`config.mk`:
```
export PLATFORM = sky130hd
export DESIGN_NAME = max7219_rx
export DESIGN_NICKNAME = d
export VERILOG_FILES = /design/src/rtl/max7219_rx.sv
export SDC_FILE = /design/constraint.sdc
export NUM_CORES = 1
export LEC_CHECK = 0
export CORE_MARGIN = 8
export CORE_UTILIZATION = 51
export CTS_CLUSTER_SIZE = 16
export DETAILED_ROUTE_END_ITERATION = 10
export PLACE_DENSITY_LB_ADDON = 0.15
export SKIP_LAST_GASP = 1
export SYNTH_ARGS = -nofsm -noshare
export SYNTH_HDL_FRONTEND = slang
export SYNTH_SLANG_ARGS = --single-unit
```
`constraint.sdc`:
```
create_clock -name clock -period 2.7 [get_ports clock]
set_clock_uncertainty 0.2 [all_clocks]
set_input_delay 0.54 -clock clock [delete_from_list [all_inputs] [get_ports clock]]
set_output_delay 0.54 -clock clock [all_outputs]
set_load 0.03 [all_outputs]
```
`src/rtl/max7219_rx.sv`:
```
// max7219_rx: receive side of a MAX7219 sck/din/cs link.
// Oversamples the serial lines on clock, assembles 16-bit frames and applies
// them to a MAX7219-compatible register file.
module max7219_rx #(
  parameter int unsigned SYNC_STAGES = 2
) (
  input  logic        clock,
  input  logic        reset,
  input  logic        sck,
  input  logic        din,
  input  logic        cs,
  output logic        busy,
  output logic        frame_valid,
  output logic [3:0]  frame_addr,
  output logic [7:0]  frame_data,
  output logic        short_frame,
  output logic [63:0] digits,
  output logic [7:0]  decode_mode,
  output logic [3:0]  intensity,
  output logic [2:0]  scan_limit,
  output logic        shutdown_n,
  output logic        display_test
);

  localparam int unsigned FRAME_BITS = 16;
  localparam int unsigned CNT_W      = 5;
  // Frame bits [15:12] are don't-care, so only the low 12 bits are retained.
  localparam int unsigned KEEP_W     = 12;
  localparam int unsigned ADDR_W     = 4;
  localparam int unsigned DATA_W     = 8;
  localparam int unsigned NUM_DIGITS = 8;

  typedef enum logic [1:0] {
    ST_IDLE   = 2'd0,
    ST_SHIFT  = 2'd1,
    ST_COMMIT = 2'd2
  } state_t;

  // Synchronizer chains
  logic [SYNC_STAGES-1:0] r_sck_sync;
  logic [SYNC_STAGES-1:0] r_din_sync;
  logic [SYNC_STAGES-1:0] r_cs_sync;

  logic w_sck;
  logic w_din;
  logic w_cs;

  // Edge detection, registered so the data bit stays aligned with its edge
  logic r_sck_d;
  logic r_cs_d;
  logic r_sck_rise;
  logic r_cs_rise;
  logic r_cs_fall;
  logic r_din_q;

  // Frame assembly
  logic [KEEP_W-1:0] r_shift;
  logic [CNT_W-1:0]  r_bit_cnt;

  // FSM
  state_t r_state;
  state_t w_state_nxt;

  // Commit fields taken from the assembled frame
  logic [ADDR_W-1:0] w_cmt_addr;
  logic [DATA_W-1:0] w_cmt_data;

  // Output registers and their next values
  logic        r_busy;
  logic        r_frame_valid;
  logic [3:0]  r_frame_addr;
  logic [7:0]  r_frame_data;
  logic        r_short_frame;
  logic [63:0] r_digits;
  logic [7:0]  r_decode_mode;
  logic [3:0]  r_intensity;
  logic [2:0]  r_scan_limit;
  logic        r_shutdown_n;
  logic        r_display_test;

  logic        w_busy_nxt;
  logic        w_frame_valid_nxt;
  logic [3:0]  w_frame_addr_nxt;
  logic [7:0]  w_frame_data_nxt;
  logic        w_short_frame_nxt;
  logic [63:0] w_digits_nxt;
  logic [7:0]  w_decode_mode_nxt;
  logic [3:0]  w_intensity_nxt;
  logic [2:0]  w_scan_limit_nxt;
  logic        w_shutdown_n_nxt;
  logic        w_display_test_nxt;

  assign w_sck = r_sck_sync[SYNC_STAGES-1];
  assign w_din = r_din_sync[SYNC_STAGES-1];
  assign w_cs  = r_cs_sync[SYNC_STAGES-1];

  assign w_cmt_addr = r_shift[11:8];
  assign w_cmt_data = r_shift[7:0];

  // Input synchronizers; din uses the same depth to stay aligned with sck
  always_ff @(posedge clock or negedge reset) begin
    if (!reset) begin
      r_sck_sync <= '0;
      r_din_sync <= '0;
      r_cs_sync  <= '0;
    end else begin
      r_sck_sync <= {r_sck_sync[SYNC_STAGES-2:0], sck};
      r_din_sync <= {r_din_sync[SYNC_STAGES-2:0], din};
      r_cs_sync  <= {r_cs_sync[SYNC_STAGES-2:0], cs};
    end
  end

  // Edge detectors on the synchronized lines, with din captured alongside
  always_ff @(posedge clock or negedge reset) begin
    if (!reset) begin
      r_sck_d    <= 1'b0;
      r_cs_d     <= 1'b0;
      r_sck_rise <= 1'b0;
      r_cs_rise  <= 1'b0;
      r_cs_fall  <= 1'b0;
      r_din_q    <= 1'b0;
    end else begin
      r_sck_d    <= w_sck;
      r_cs_d     <= w_cs;
      r_sck_rise <= w_sck & ~r_sck_d;
      r_cs_rise  <= w_cs & ~r_cs_d;
      r_cs_fall  <= ~w_cs & r_cs_d;
      r_din_q    <= w_din;
    end
  end

  // Shift register and saturating bit counter; cs fall starts a fresh frame
  always_ff @(posedge clock or negedge reset) begin
    if (!reset) begin
      r_shift   <= '0;
      r_bit_cnt <= '0;
    end else if (r_cs_fall) begin
      r_shift   <= '0;
      r_bit_cnt <= '0;
    end else if ((r_state == ST_SHIFT) && r_sck_rise && !r_cs_rise) begin
      r_shift <= {r_shift[KEEP_W-2:0], r_din_q};
      if (r_bit_cnt != CNT_W'(FRAME_BITS)) begin
        r_bit_cnt <= r_bit_cnt + CNT_W'(1);
      end
    end
  end

  // FSM state register
  always_ff @(posedge clock or negedge reset) begin
    if (!reset) begin
      r_state <= ST_IDLE;
    end else begin
      r_state <= w_state_nxt;
    end
  end

  // FSM next-state logic; a cs fall during COMMIT goes straight back to SHIFT
  always_comb begin
    w_state_nxt = r_state;
    case (r_state)
      ST_IDLE: begin
        if (r_cs_fall) begin
          w_state_nxt = ST_SHIFT;
        end
      end
      ST_SHIFT: begin
        if (r_cs_rise) begin
          w_state_nxt = ST_COMMIT;
        end
      end
      ST_COMMIT: begin
        if (r_cs_fall) begin
          w_state_nxt = ST_SHIFT;
        end else begin
          w_state_nxt = ST_IDLE;
        end
      end
      default: begin
        w_state_nxt = ST_IDLE;
      end
    endcase
  end

  // FSM output logic: frame commit and register-file decode
  always_comb begin
    w_busy_nxt         = (w_state_nxt == ST_SHIFT);
    w_frame_valid_nxt  = 1'b0;
    w_short_frame_nxt  = 1'b0;
    w_frame_addr_nxt   = r_frame_addr;
    w_frame_data_nxt   = r_frame_data;
    w_digits_nxt       = r_digits;
    w_decode_mode_nxt  = r_decode_mode;
    w_intensity_nxt    = r_intensity;
    w_scan_limit_nxt   = r_scan_limit;
    w_shutdown_n_nxt   = r_shutdown_n;
    w_display_test_nxt = r_display_test;

    if (r_state == ST_COMMIT) begin
      if (r_bit_cnt == CNT_W'(FRAME_BITS)) begin
        w_frame_valid_nxt = 1'b1;
        w_frame_addr_nxt  = w_cmt_addr;
        w_frame_data_nxt  = w_cmt_data;
        for (int i = 0; i < NUM_DIGITS; i++) begin
          if (w_cmt_addr == ADDR_W'(i + 1)) begin
            w_digits_nxt[i*DATA_W +: DATA_W] = w_cmt_data;
          end
        end
        case (w_cmt_addr)
          4'h9: w_decode_mode_nxt  = w_cmt_data;
          4'hA: w_intensity_nxt    = w_cmt_data[3:0];
          4'hB: w_scan_limit_nxt   = w_cmt_data[2:0];
          4'hC: w_shutdown_n_nxt   = w_cmt_data[0];
          4'hF: w_display_test_nxt = w_cmt_data[0];
          default: begin
          end
        endcase
      end else begin
        w_short_frame_nxt = 1'b1;
      end
    end
  end

  // Output registers
  always_ff @(posedge clock or negedge reset) begin
    if (!reset) begin
      r_busy         <= 1'b0;
      r_frame_valid  <= 1'b0;
      r_frame_addr   <= '0;
      r_frame_data   <= '0;
      r_short_frame  <= 1'b0;
      r_digits       <= '0;
      r_decode_mode  <= '0;
      r_intensity    <= '0;
      r_scan_limit   <= '0;
      r_shutdown_n   <= 1'b0;
      r_display_test <= 1'b0;
    end else begin
      r_busy         <= w_busy_nxt;
      r_frame_valid  <= w_frame_valid_nxt;
      r_frame_addr   <= w_frame_addr_nxt;
      r_frame_data   <= w_frame_data_nxt;
      r_short_frame  <= w_short_frame_nxt;
      r_digits       <= w_digits_nxt;
      r_decode_mode  <= w_decode_mode_nxt;
      r_intensity    <= w_intensity_nxt;
      r_scan_limit   <= w_scan_limit_nxt;
      r_shutdown_n   <= w_shutdown_n_nxt;
      r_display_test <= w_display_test_nxt;
    end
  end

  assign busy         = r_busy;
  assign frame_valid  = r_frame_valid;
  assign frame_addr   = r_frame_addr;
  assign frame_data   = r_frame_data;
  assign short_frame  = r_short_frame;
  assign digits       = r_digits;
  assign decode_mode  = r_decode_mode;
  assign intensity    = r_intensity;
  assign scan_limit   = r_scan_limit;
  assign shutdown_n   = r_shutdown_n;
  assign display_test = r_display_test;

endmodule

```
==> results of run 1 <==
where the power goes:
part           switching (mW)  total [mW]  internal [mW]
clock network           0.874        2.20           1.33
registers              0.0326        1.96           1.92
logic                  0.0653       0.105         0.0399
total                   0.972        4.27           3.29
Yosys cell counts (all sizes together):
cell type  count  share of area
nand3         10          0.026
and3b          1         0.0018
and2b          2         0.0030
clkbuf        12         0.0090
nand4bb        2         0.0045
a21oi         15          0.015
nor2           5         0.0038
and4bb         3         0.0075
nor4b          1         0.0048
nor3           1         0.0010
dfrtp        127           0.64
nand4          7          0.015
o21ai          3         0.0030
nand2         25          0.019
nand2b         1         0.0013
mux2          97           0.22
or4            1         0.0015
and2           1         0.0013
nor4bb         1         0.0020
buf            8          0.012
inv            4         0.0030
nor2b          6         0.0075
ha             2         0.0050
timing repair:
item,4_1_cts,5_1_grt
hold endpoints to repair,39,0
hold buffers,1,0
setup buffers,0,0
setup endpoints to repair,0,0
layer usage:
| layer | track usage | wire length, um | vias to the layer above |
|---|---|---|---|
| met5 | 0 | 0 | - |
| met4 | 0.0552 | 99 | 0 |
| met3 | 0.0735 | 909 | 8 |
| met2 | 0.281 | 5280 | 88 |
| met1 | 0.222 | 4950 | 1576 |
| li1 | - | - | 1401 |
through the flow:
stage | cells | utilization | total power [mW]
final | 588 | 0.698 | 4.27
after CTS | 588 | 0.698 | 4.31
after global placement | 555 | 0.637 | 2.09
after detailed placement | 555 | 0.637 | 2.10
after global routing | 588 | 0.698 | 4.41
after floorplan | 335 | - | 2.03
registers in the layout (all words and copies together) (netlist names), 3 cells and up:
signal,count
digits,64
frame_addr,4
decode_mode,8
scan_limit,3
r_bit_cnt,5
intensity,4
frame_data,8
r_shift,12
area by class of cell:
cell class	count	area, sq um
tap	133	166
clock inverter	14	160
sequential	127	3180
multi-input combinational	184	1710
inverter	4	15.0
clock buffer	18	418
fill	673	2910
timing repair buffer	108	1090
cell families after synthesis:
group,count (synthesis),share of synthesized area
buffers and inverters,24,0.0235
flip-flops,127,0.636
adder cells (fa/ha/maj),2,0.00501
multiplexers,97,0.219
AO/OA/AOI/OAI,18,0.0180
AND/OR/NAND/NOR,67,0.0989
worst max-delay path by stage:
stage,from,endpoint,slack (ns)
CTS,frame_addr[1],frame_addr[1],0.36
floorplan,r_bit_cnt[0],frame_addr[0],0.74
finish,frame_data[7],frame_data[7],0.38
global placement,r_bit_cnt[0],digits[29],0.69
global route,frame_data[7],frame_data[7],0.32
detailed placement,r_bit_cnt[0],digits[29],0.63
==> summary.md, run 1 <==
| Metric | Value |
|---|---|
| Status | complete, no violations |
| Worst Hold Depth | 0 |
| CP max stage cell | clkdlybuf4s50_1 |
| Endpoints failing setup | 0 |
| Vias in the first global route | 3249 |
| Post-CTS sizing | 0 |
| Largest net degree at the start of global routing | 49 |
| DRT iter0 DRCs | 125 |
| Mapped cell area | 0.00500 sq mm |
| Tot GR Track Use | 0.179 |
| Drc violations | 0 |
| Die area | 0.0132 sq mm |
| Cell variety after synth | 30 |
| Setup TNS | 0 ns |
| Row count | 36 |
| Fin crit share | 0.858 |
| R2r endpoint | digits[25] |
| Initial antenna violation count | 0 |
| CP endpoint kind | primary output |
| CP Buf/Inv Count | 1 |
| Routed vias | 3073 |
| CP arrival | 1.58 ns |
| CTS Buf Count | 17 |
| First-pass DRT Iterations | 4 |
| Final wirelength | 11200 um |
| Worst path cell trace | clkdlybuf4s50_1 |
| Fmax | 432 MHz |
| Global-route wire length before repair | 18000 um |
| P&R area growth vs syn | 34.7% |
| Clk buf depth | 2 |
| Cell family with most CP delay | buffers and inverters |
| Pre-CTS WS | 0.626 ns |
| Clk Latency, worst-skew pair | 0.51 ns |
| # port buffers | 100 |
| Fin. max-slew vios | 0 |
| Ys Warns | 0 |
| PwrDens | 634 mW/mm^2 |
| Die H | 115 um |
| Post-synth net total | 342 |
| Grt total ovfl | 0 |
| Finished Cell Area | 0.00673 sq mm |
| Reg clk slew, reported paths | 0.06 ns |
| Critical path type | flip-flop to primary output |
| Wire per inst | 19.1 um |
| Worst path required time | 1.96 ns |
| Reg2reg start | r_bit_cnt[0] |
| DPL Wire Length | 7560 um |
| H-tree levels | 4 |
| Max-cap violations | 0 |
| Worst VDD drop | 0.581 mV |
| Min setup slack post-route | 0.385 ns |
| Clock sink count | 127 |
| Initial Utilization | 0.518 |
| Min-delay src | r_din_sync[0] |
| CTS tree | built |
| Post-route ant nets | 0 |
| Root buf cell | clkbuf_8 |
| Commonest cells after routing, fill and taps aside | dfrtp_1 (127), clkdlybuf4s50_1 (99), mux2_2 (94) |
| # IOs | 101 |
| Routability cong. | 0.768 |
| Layout Nets | 449 |
| RSZ-0062 raised after global routing | false |
| Flops & latches, synth | 127 |
| Max transition margin | 0.533 |
| Post-DP Area | 0.00614 sq mm |
| R2R Setup Slk | 0.61 ns |
| Share of cells above drive strength 1 | 0.323 |
| CP startpoint kind | flip-flop |
| Hold Crit Class | flip-flop to flip-flop |
| CP max stage delay | 0.70 ns |
| Post-layout min period | 2.32 ns |
| Leak | 3.16 nW |
| DR vias/cell | 5.23 |
| Syn Area/Cell | 14.9 sq um |
| Levels on crit path | 1 |
| Core area | 0.00964 sq mm |
| Tightest Pin Transition | 0.701 ns |
| WHS | 0.149 ns |
| Post-Synthesis Cells | 335 |
| Die X-Extent | 115 um |
| Register area share after synthesis | 0.636 |
| CP Max Fanout | 2 |
| Worst hold endpoint | r_din_sync[1] |
| Most common cell after layout, fill and taps aside | dfrtp_1 |
| Fin. Hold Viols | 0 |
| Worst R2R Path Depth | 6 |
| Diode count | 0 |
Note: power is estimated with default switching activity, not from simulation.
==> inputs of run 2 (changes only) <==
CORE_UTILIZATION = 45   (was 51)
==> summary.md, run 2 (same netlist as run 1, synthesis figures left out) <==
| Metric | Value |
|---|---|
| Tightest Pin Transition | 0.732 ns (was 0.701 ns) |
| CTS tree | built (unchanged) |
| Fin. Hold Viols | 0 (unchanged) |
| Min-delay src | r_din_sync[0] (unchanged) |
| Max transition margin | 0.505 (was 0.533) |
| Layout Utilization | 0.624 (was 0.698) |
| Core area | 0.0108 sq mm (was 0.00964 sq mm) |
| Layout Nets | 448 (was 449) |
| Routability cong. | 0.753 (was 0.768) |
| DRT iter0 DRCs | 128 (was 125) |
| Row count | 38 (was 36) |
| CP arrival | 1.59 ns (was 1.58 ns) |
| DR vias/cell | 5.19 (was 5.23) |
| Initial Utilization | 0.461 (was 0.518) |
| Fmax | 429 MHz (was 432 MHz) |
| CP Max Fanout | 2 (unchanged) |
| PwrDens | 648 mW/mm^2 (was 634 mW/mm^2) |
| Root buf cell | clkbuf_8 (unchanged) |
| # IOs | 101 (unchanged) |
| Worst Hold Depth | 0 (unchanged) |
| CP max stage cell | clkdlybuf4s50_1 (unchanged) |
| Worst hold endpoint | r_din_sync[1] (unchanged) |
| Drc violations | 0 (unchanged) |
| CP max stage delay | 0.69 ns (was 0.70 ns) |
| Worst path cell trace | clkdlybuf4s50_1 (unchanged) |
| CP endpoint kind | primary output (unchanged) |
| Reg clk slew, reported paths | 0.06 ns (about the same) |
| Initial antenna violation count | 0 (unchanged) |
| Reg2reg start | r_bit_cnt[0] (unchanged) |
| Final wirelength | 11400 um (was 11200 um) |
| Post-route ant nets | 0 (unchanged) |
| Share of cells above drive strength 1 | 0.324 (was 0.323) |
| H-tree levels | 4 (unchanged) |
| Tot GR Track Use | 0.164 (was 0.179) |
| Die H | 121 um (was 115 um) |
| Largest net degree at the start of global routing | 46 (was 49) |
| RSZ-0062 raised after global routing | false (unchanged) |
| First-pass DRT Iterations | 4 (unchanged) |
| Worst R2R Path Depth | 5 (was 6) |
| Post-layout min period | 2.33 ns (was 2.32 ns) |
| Die area | 0.0147 sq mm (was 0.0132 sq mm) |
| Fin crit share | 0.864 (was 0.858) |
| Endpoints failing setup | 0 (unchanged) |
| # port buffers | 100 (unchanged) |
| DPL Wire Length | 7650 um (was 7560 um) |
| R2R Setup Slk | 0.59 ns (was 0.61 ns) |
| Most common cell after layout, fill and taps aside | dfrtp_1 (unchanged) |
| Cell family with most CP delay | buffers and inverters (unchanged) |
| Clk buf depth | 2 (unchanged) |
| Leak | 3.17 nW (was 3.16 nW) |
| Fin. max-slew vios | 0 (unchanged) |
| Commonest cells after routing, fill and taps aside | dfrtp_1 (127), clkdlybuf4s50_1 (99), mux2_2 (94) (unchanged) |
| Worst VDD drop | 0.358 mV (was 0.581 mV) |
| Status | complete, no violations (unchanged) |
| Die X-Extent | 121 um (was 115 um) |
| Max-cap violations | 0 (unchanged) |
| Critical path type | flip-flop to primary output (unchanged) |
| Clock sink count | 127 (unchanged) |
| Vias in the first global route | 3334 (was 3249) |
| Hold Crit Class | flip-flop to flip-flop (unchanged) |
| Diode count | 0 (unchanged) |
| Filler cells | 885 (was 673) |
| R2r endpoint | frame_addr[1] (was digits[25]) |
| Setup TNS | 0 ns (unchanged) |
| Global-route wire length before repair | 18400 um (was 18000 um) |
| P&R area growth vs syn | 35.4% (was 34.7%) |
| Worst path required time | 1.96 ns (about the same) |
| Max reg flops | 64 (unchanged) |
| CP startpoint kind | flip-flop (unchanged) |
| Routed vias | 3080 (was 3073) |
| Wire per inst | 19.1 um (about the same) |
| Grt total ovfl | 0 (unchanged) |
| Register area | 0.00318 sq mm (unchanged) |
| CTS Buf Count | 17 (unchanged) |
| CP Buf/Inv Count | 1 (unchanged) |
| Clk Latency, worst-skew pair | 0.52 ns (was 0.51 ns) |
| Setup bufs post-CTS | 0 (unchanged) |
| Footprint of the multi-input gates | 0.00171 sq mm (unchanged) |
-- run 2: cell count changes in the layout (fill, tap and decap cells not counted) --
cell,before,now
clkinv_4,4,2
bufinv_16,2,3
clkbuf_8,1,2
inv_6,3,4
buf_4,6,5
clkbuf_1,1,0
-- run 2: worst max path at each step --
stage	end	start	slack, ns	depth (start not counted)
floorplan	frame_addr[0]	r_bit_cnt[0]	0.74	7
global placement	frame_data[3]	r_bit_cnt[0]	0.64	5
detailed placement	frame_addr[1]	r_bit_cnt[0]	0.59	5
CTS	digits[39]	digits[39]	0.34	1
global route	digits[59]	digits[59]	0.31	1
finish	digits[39]	digits[39]	0.37	1
-- run 2: timing repair --
action                                 CTS  global route
endpoints found under the hold margin   40             0
resized for setup                        0             0
hold buffers                             1             0
-- run 2: where the power goes --
part	switching [mW]	internal (mW)	leakage, nW
Sequential	0.0310	1.92	1.75
Combinational	0.0666	0.0404	1.14
Clock	0.875	1.45	0.291
-- run 2: metrics by stage --
step / total power, mW / hold WS [ns] / setup slack (ns) / std cells / instance area, sq um
floorplan: 2.03 / 0.0444 / 0.736 / 335 / 5000
global placement: 2.09 / 0.133 / 0.637 / 561 / 6140
detailed placement: 2.10 / 0.142 / 0.590 / 561 / 6140
CTS: 4.44 / 0.156 / 0.336 / 594 / 6760
global route: 4.54 / 0.165 / 0.307 / 594 / 6760
finish: 4.39 / 0.152 / 0.366 / 594 / 6760
-- run 2: routing by layer --
metal  global-route usage  vias up  part of all wire
li1                     -     1385                 -
met1                0.197     1588              0.43
met2                0.245       95              0.46
met3               0.0889       12             0.098
met4               0.0555        0             0.012
met5                    0        -                 0
-- run 2: layout make-up --
type,count,share of cell area
Sequential cell,127,0.470
Clock inverter,14,0.0268
Inverter,4,0.00222
Multi-Input combinational cell,184,0.252
Timing Repair Buffer,107,0.159
Tap cell,140,0.0259
Clock buffer,18,0.0633
==> inputs of run 3 (changes only) <==
TNS_END_PERCENT = 10   (was not set)
==> results of run 3 <==
Same layout as run 2: the final DEF is identical, and so are final timing and power.
